$ cat config.mk
export PLATFORM = sky130hd
export DESIGN_NAME = dmi_uart_host
export DESIGN_NICKNAME = d
export VERILOG_FILES = /design/src/rtl/uart_pkg.sv /design/src/rtl/dmi_uart_host_deser.sv /design/src/rtl/dmi_uart_host.sv
export SDC_FILE = /design/constraint.sdc
export NUM_CORES = 1
export LEC_CHECK = 0
export CAP_MARGIN = 20
export CORE_UTILIZATION = 57
export DETAILED_ROUTE_END_ITERATION = 10
export PLACE_DENSITY = 0.85
export SYNTH_ARGS = -nofsm -noshare
export SYNTH_HDL_FRONTEND = slang
export SYNTH_SLANG_ARGS = --single-unit
$ cat constraint.sdc
create_clock -name CLK_I -period 3.36 [get_ports CLK_I]
set_input_delay 0.672 -clock CLK_I [delete_from_list [all_inputs] [get_ports CLK_I]]
set_output_delay 0.672 -clock CLK_I [all_outputs]
set_load 0.1 [all_outputs]
$ cat src/rtl/uart_pkg.sv
// Shared DMI-over-UART definitions: command/address encodings, per-address
// register lengths and the host TX state type.
package uart_pkg;

  localparam int IRLENGTH  = 5;
  localparam int CMDLENGTH = 3;

  localparam logic [CMDLENGTH-1:0] CMD_NOP       = 3'd0;
  localparam logic [CMDLENGTH-1:0] CMD_READ      = 3'd1;
  localparam logic [CMDLENGTH-1:0] CMD_CONT_READ = 3'd2;
  localparam logic [CMDLENGTH-1:0] CMD_WRITE     = 3'd3;
  localparam logic [CMDLENGTH-1:0] CMD_RESET     = 3'd4;

  localparam logic [IRLENGTH-1:0] ADDR_IDCODE = 5'h01;
  localparam logic [IRLENGTH-1:0] ADDR_DTMCS  = 5'h10;
  localparam logic [IRLENGTH-1:0] ADDR_DMI    = 5'h11;

  typedef struct packed {
    logic [6:0]  addr;
    logic [31:0] data;
    logic [1:0]  op;
  } dmi_req_t;

  // Register lengths in bits; unlisted addresses carry no data.
  localparam logic [6:0] READ_LENGTHS  [2**IRLENGTH] = '{1: 7'd32, 16: 7'd32, 17: 7'd41, default: 7'd0};
  localparam logic [6:0] WRITE_LENGTHS [2**IRLENGTH] = '{16: 7'd32, 17: 7'd41, default: 7'd0};

  typedef enum logic [1:0] {IDLE, CMD, DATA} host_tx_state_e;

  function automatic logic [2:0] write_nbytes(input logic [IRLENGTH-1:0] addr);
    logic [6:0] w_len;
    w_len = WRITE_LENGTHS[addr] + 7'd7;
    return w_len[5:3];
  endfunction

endpackage

$ cat src/rtl/dmi_uart_host_deser.sv
// RX byte deserializer: assembles read-data bytes into response words.
// Optional partial-frame drop enabled by DMI_UART_HOST_TIMEOUT_EN.
module dmi_uart_host_deser
  import uart_pkg::*;
#(
  parameter int WIDTH          = $bits(dmi_req_t),
  parameter int TIMEOUT_CYCLES = 1024
) (
  input  logic                i_clk,
  input  logic                i_rst_n,
  input  logic                i_rx_empty,
  input  logic [7:0]          i_rx_byte,
  input  logic                i_rx_cmd,
  input  logic                i_clear,
  input  logic                i_rsp_ready,
  output logic                o_read,
  output logic                o_rsp_valid,
  output logic [IRLENGTH-1:0] o_rsp_addr,
  output logic [WIDTH-1:0]    o_rsp_data,
  output logic                o_timeout
);
  localparam int RW = ((WIDTH + 7) / 8) * 8;

  logic [RW-1:0]       r_rx_reg, w_merged, w_mask;
  logic [6:0]          r_count, r_rx_len;
  logic [IRLENGTH-1:0] r_rx_addr;
  logic                r_rsp_valid, r_timeout, w_pop, w_timeout_hit;

  assign w_pop       = !i_rx_empty && !r_rsp_valid;
  assign o_read      = w_pop;
  assign o_rsp_valid = r_rsp_valid;
  assign o_timeout   = r_timeout;
  assign w_merged    = r_rx_reg | (RW'(i_rx_byte) << r_count);
  assign w_mask      = (RW'(1) << r_rx_len) - RW'(1);

`ifdef DMI_UART_HOST_TIMEOUT_EN
  localparam int TW = $clog2(TIMEOUT_CYCLES + 1);
  logic [TW-1:0] r_idle_cnt;

  // Reloads on any pop or while no frame is in progress, so it only runs down on a stalled partial frame.
  always_ff @(posedge i_clk or negedge i_rst_n) begin
    if (!i_rst_n)                                r_idle_cnt <= TW'(TIMEOUT_CYCLES - 1);
    else if (w_pop || r_count == 7'd0)           r_idle_cnt <= TW'(TIMEOUT_CYCLES - 1);
    else if (r_idle_cnt != '0)                   r_idle_cnt <= r_idle_cnt - TW'(1);
  end
  assign w_timeout_hit = (r_count != 7'd0) && (r_idle_cnt == '0);
`else
  // TIMEOUT_CYCLES only takes effect when the timeout is compiled in.
  assign w_timeout_hit = 1'b0 && (TIMEOUT_CYCLES > 0);
`endif

  always_ff @(posedge i_clk or negedge i_rst_n) begin
    if (!i_rst_n) begin
      r_rx_reg    <= '0;
      r_count     <= '0;
      r_rx_addr   <= ADDR_IDCODE;
      r_rx_len    <= READ_LENGTHS[ADDR_IDCODE];
      r_rsp_valid <= 1'b0;
      o_rsp_addr  <= ADDR_IDCODE;
      o_rsp_data  <= '0;
      r_timeout   <= 1'b0;
    end else begin
      r_timeout <= 1'b0;
      if (r_rsp_valid && i_rsp_ready) r_rsp_valid <= 1'b0;
      if (w_pop && i_rx_cmd) begin
        r_rx_addr <= i_rx_byte[IRLENGTH-1:0];
        r_rx_len  <= READ_LENGTHS[i_rx_byte[IRLENGTH-1:0]];
        r_count   <= '0;
        r_rx_reg  <= '0;
      end else if (i_clear) begin
        r_count  <= '0;
        r_rx_reg <= '0;
      end else if (w_pop && r_rx_len != 7'd0) begin
        if (r_count + 7'd8 >= r_rx_len) begin
          r_rsp_valid <= 1'b1;
          o_rsp_addr  <= r_rx_addr;
          o_rsp_data  <= WIDTH'(w_merged & w_mask);
          r_count     <= '0;
          r_rx_reg    <= '0;
        end else begin
          r_rx_reg <= w_merged;
          r_count  <= r_count + 7'd8;
        end
      end else if (w_timeout_hit) begin
        r_count   <= '0;
        r_rx_reg  <= '0;
        r_timeout <= 1'b1;
      end
    end
  end

endmodule

$ cat src/rtl/dmi_uart_host.sv
// Host endpoint of the DMI-over-UART link: TX request encoder plus RX deserializer.
// Define DMI_UART_HOST_TIMEOUT_EN to drop stalled partial RX frames.
//
// state | meaning
// IDLE  | ready for a client request
// CMD   | presenting {cmd,addr} command byte
// DATA  | presenting write-data bytes, LSB first
module dmi_uart_host
  import uart_pkg::*;
#(
  parameter int WIDTH          = $bits(dmi_req_t),
  parameter int TIMEOUT_CYCLES = 1024
) (
  input  logic                 CLK_I,
  input  logic                 RST_NI,
  input  logic                 REQ_VALID_I,
  output logic                 REQ_READY_O,
  input  logic [CMDLENGTH-1:0] REQ_CMD_I,
  input  logic [IRLENGTH-1:0]  REQ_ADDR_I,
  input  logic [WIDTH-1:0]     REQ_DATA_I,
  output logic                 RSP_VALID_O,
  input  logic                 RSP_READY_I,
  output logic [IRLENGTH-1:0]  RSP_ADDR_O,
  output logic [WIDTH-1:0]     RSP_DATA_O,
  output logic                 WRITE_O,
  input  logic                 TX_READY_I,
  output logic [7:0]           DATA_SEND_O,
  output logic                 SEND_COMMAND_O,
  output logic                 READ_O,
  input  logic                 RX_EMPTY_I,
  input  logic [7:0]           DATA_REC_I,
  input  logic                 CMD_REC_I,
  output logic                 RX_TIMEOUT_O
);
  host_tx_state_e       r_state, w_state_nxt;
  logic [CMDLENGTH-1:0] r_cmd, r_last_cmd;
  logic [IRLENGTH-1:0]  r_addr, r_last_addr;
  logic [WIDTH-1:0]     r_data;
  logic [2:0]           r_nbytes, w_nbytes;
  logic                 w_accept, w_stream, w_xfer;

  assign REQ_READY_O = (r_state == IDLE) && RST_NI;
  assign w_accept    = REQ_VALID_I && REQ_READY_O;
  assign w_nbytes    = write_nbytes(REQ_ADDR_I);
  assign w_xfer      = WRITE_O && TX_READY_I;
  // Back-to-back writes to one register reuse the previous command byte.
  assign w_stream    = (REQ_CMD_I == CMD_WRITE) && (r_last_cmd == CMD_WRITE) &&
                       (REQ_ADDR_I == r_last_addr) && (w_nbytes != 3'd0);

  always_comb begin
    w_state_nxt    = r_state;
    WRITE_O        = 1'b0;
    SEND_COMMAND_O = 1'b0;
    DATA_SEND_O    = '0;
    case (r_state)
      IDLE: if (w_accept) w_state_nxt = w_stream ? DATA : CMD;
      CMD: begin
        WRITE_O        = 1'b1;
        SEND_COMMAND_O = 1'b1;
        DATA_SEND_O    = {r_cmd, r_addr};
        if (TX_READY_I) w_state_nxt = (r_cmd == CMD_WRITE && r_nbytes != 3'd0) ? DATA : IDLE;
      end
      DATA: begin
        WRITE_O     = 1'b1;
        DATA_SEND_O = r_data[7:0];
        if (TX_READY_I && r_nbytes == 3'd1) w_state_nxt = IDLE;
      end
      default: w_state_nxt = IDLE;
    endcase
  end

  always_ff @(posedge CLK_I or negedge RST_NI) begin
    if (!RST_NI) begin
      r_state     <= IDLE;
      r_cmd       <= CMD_NOP;
      r_addr      <= ADDR_IDCODE;
      r_data      <= '0;
      r_nbytes    <= '0;
      r_last_cmd  <= CMD_NOP;
      r_last_addr <= ADDR_IDCODE;
    end else begin
      r_state <= w_state_nxt;
      if (w_accept) begin
        r_cmd    <= REQ_CMD_I;
        r_addr   <= REQ_ADDR_I;
        r_data   <= REQ_DATA_I;
        r_nbytes <= w_nbytes;
      end
      if (w_xfer && r_state == CMD) begin
        r_last_cmd  <= r_cmd;
        r_last_addr <= r_addr;
      end
      if (w_xfer && r_state == DATA) begin
        r_data   <= r_data >> 8;
        r_nbytes <= r_nbytes - 3'd1;
      end
    end
  end

  dmi_uart_host_deser #(
    .WIDTH          (WIDTH),
    .TIMEOUT_CYCLES (TIMEOUT_CYCLES)
  ) u_deser (
    .i_clk       (CLK_I),
    .i_rst_n     (RST_NI),
    .i_rx_empty  (RX_EMPTY_I),
    .i_rx_byte   (DATA_REC_I),
    .i_rx_cmd    (CMD_REC_I),
    .i_clear     (w_accept && REQ_CMD_I == CMD_RESET),
    .i_rsp_ready (RSP_READY_I),
    .o_read      (READ_O),
    .o_rsp_valid (RSP_VALID_O),
    .o_rsp_addr  (RSP_ADDR_O),
    .o_rsp_data  (RSP_DATA_O),
    .o_timeout   (RX_TIMEOUT_O)
  );

endmodule
==> qor.txt <==
outcome -> complete, no violations
storage element area -> 4040 um2
largest net degree at the start of global routing -> 144
pwr/cell area -> 736 nW/um2
placed cells -> 967
Startpoint Class -> flip-flop
FILL cells -> 871
DIE AREA -> 13,200 um2
clk buf depth -> 2
cell count after synthesis -> 724
# diodes -> 0
Final Hold Fails -> 0
Syn Nets -> 799
final worst-path cycle share -> 80.5%
Layout Skew -> 8.26 ps
post-synthesis sequential area ratio -> 55.7%
initial antenna violation count -> 0
Netlist cell types -> 47
DR vias -> 5,770
setup TNS -> 0 ps
I/O Pins -> 124
Core Area -> 12,200 um2
First-pass DRT Iterations -> 5
GP Congestion -> 0.852
Post-CTS Resized -> 0
DRC errors left -> 0
Vias/cell -> 5.78
Std-Cell Rows -> 40
Seq cells post-synth -> 161
Reg clk slew, reported paths -> 60 ps
area of the multi-input gates -> 2930 um2
Worst Path Arrival -> 3010 ps
TritonCTS Buffers -> 17
syn avg cell area -> 10.0 um2
worst hold path class -> in2async
final number of max-transition violations -> 0
hold-fix buffers at CTS -> 0
synthesized cell area -> 7240 um2
Max Clock Freq -> 0.370 GHz
Root Driver -> clkbuf_16
worst reg-to-reg path cell count -> 7
Crit Path Max Fanout -> 72
unrepaired setup endpoints after global routing -> no
vias in the first global route -> 5,889
DRT iter0 DRCs -> 473
reg-to-reg slack, setup -> 650 ps
CP endpoint kind -> flip-flop
CTS tree -> done
post-DP HPWL -> 11.4 mm
Slew HR -> 34.9%
clk_lat worst skew -> 430 ps
worst r2r src -> u_deser.r_count[3]$_DFFE_PN0P_
Slew @ Worst Pin -> 974 ps
Layout Cells excl Fill -> 999
Final Setup Violations -> 0
first-pass GRT wire length -> 28.0 mm
critical path endpoint -> u_deser.o_rsp_data[28]$_DFFE_PN0P_
Yosys warnings -> 0
R2R Path End -> u_deser.o_rsp_data[28]$_DFFE_PN0P_
fin nets -> 893
remaining antenna violation count -> 0
Layout area overhead -> 25.7%
WP data required -> 3660 ps
die width -> 115 um
WL per Instance -> 17.2 um
Crit Path Class -> reg2reg
most common cell after layout, fill and taps aside -> dfrtp_1
Initial Utilization -> 59.3%
min Tclk post-route -> 2710 ps
gr usage total -> 28.0%
Max Cap Viol -> 0
post-CTS setup buffers -> 0
Routed WL -> 17.2 mm
layout cell share with drive strength beyond 1 -> 16.6%
Leak -> 4.40 nW
commonest cells after routing, fill and taps aside -> dfrtp_1 (156), nand2_1 (153), clkdlybuf4s50_1 (67)
CP startpoint -> u_deser.r_count[3]$_DFFE_PN0P_
Port Buffer Count -> 122
CTS sink count -> 161
Worst VDD drop -> 0.985 mV
Chip Height -> 115 um
grt ovf -> 0
H-tree level count -> 4
[cells by family (layout without fill, tap and decap cells)]
| logic type | after synthesis | after routing | synth area share, % |
|---|---|---|---|
| other | 1 | 1 | 0.0518 |
| multiplexers | 52 | 52 | 7.50 |
| flip-flops | 161 | 161 | 55.7 |
| buffers and inverters | 71 | 178 | 4.29 |
| AO/OA/AOI/OAI | 193 | 193 | 16.3 |
| adder cells (fa/ha/maj) | 11 | 11 | 1.90 |
| XOR/XNOR | 2 | 2 | 0.242 |
| AND/OR/NAND/NOR | 233 | 233 | 14.0 |
[where the power goes]
| group | leakage (nW) | internal (mW) | switching, mW |
|---|---|---|---|
| clock network | 0.299 | 1.28 | 0.783 |
| registers | 2.12 | 2.36 | 0.267 |
| logic | 1.98 | 0.654 | 1.35 |
| total | 4.40 | 4.30 | 2.40 |
[metal layers]
layer  vias up  global-route usage, %  part of all wire (%)
met2       237                   46.8                    50
met3        27                   7.73                   7.2
met4         0                   11.9                   1.8
met5         -                      0                     0
li1       2693                      -                     -
met1      2813                   34.3                    41
[final cells by class]
| type | count | share of cell area (%) |
|---|---|---|
| flip-flops and latches | 161 | 44.4 |
| well taps | 168 | 2.31 |
| multi-input cells | 492 | 32.2 |
| clock buffers | 20 | 5.02 |
| repair buffers | 133 | 13.5 |
| inverters | 13 | 0.536 |
| clock inverters | 12 | 1.99 |
[through the flow]
stage	cell area, um2	hold WS [ps]	setup slack [ps]	power (mW)	util [%]
floorplan	7260	376	95.0	4.07	-
global placement	8460	455	738	4.53	69.3
detailed placement	8460	458	642	4.63	69.3
CTS	9100	87.6	678	6.72	74.5
global route	9100	93.3	484	6.97	74.5
finish	9100	95.7	654	6.69	74.5
[worst min path at each step]
stage / from / to / slack [ps] / depth (start not counted)
after floorplan: RST_NI / r_addr[1]$_DFFE_PN0P_ / 380 / 0
after global placement: r_addr[0]$_DFFE_PN1P_ / r_addr[0]$_DFFE_PN1P_ / 460 / 2
after detailed placement: r_addr[0]$_DFFE_PN1P_ / r_addr[0]$_DFFE_PN1P_ / 460 / 2
after CTS: RST_NI / r_data[9]$_DFFE_PN0P_ / 90 / 1
after global routing: RST_NI / r_data[0]$_DFFE_PN0P_ / 90 / 1
final: RST_NI / r_data[1]$_DFFE_PN0P_ / 100 / 1
[Yosys cell counts, drive strengths merged]
cell type	count	area, um2
dfrtp	156	3900
nand2	153	574
o21ai	61	305
nor2	44	165
clkbuf	41	155
a31oi	40	250
mux2i	34	340
a21oi	32	160
a21o	24	180
o31ai	19	143
mux2	18	203
buf	17	106
inv	13	48.8
ha	11	138
nor2b	9	56.3
a22oi	7	52.6
and3	5	31.3
dfstp	5	131
nand3	5	25.0
nor4	5	43.8
nor4b	3	47.5
and2	2	12.5
o211ai	2	20.0
or4b	2	20.0
xor2	2	17.5
a211oi	1	7.51
a21boi	1	7.51
a221oi	1	8.76
a22o	1	8.76
a31o	1	8.76
a32o	1	10.0
conb	1	3.75
nand4	1	6.26
nor3	1	5.00
nor3b	1	7.51
o22ai	1	6.26
o41a	1	11.3
or3	1	6.26
or4bb	1	11.3
[critical path: stages, from the launching register on]
cell and delay [ps]:
dfrtp_1 530, inv_1 170, ha_1 290, nor2b_1 130, o41a_1 430, o211ai_4 500, buf_12 330, o21ai_0 160
No activity file was read; power rests on OpenSTA's default activity.
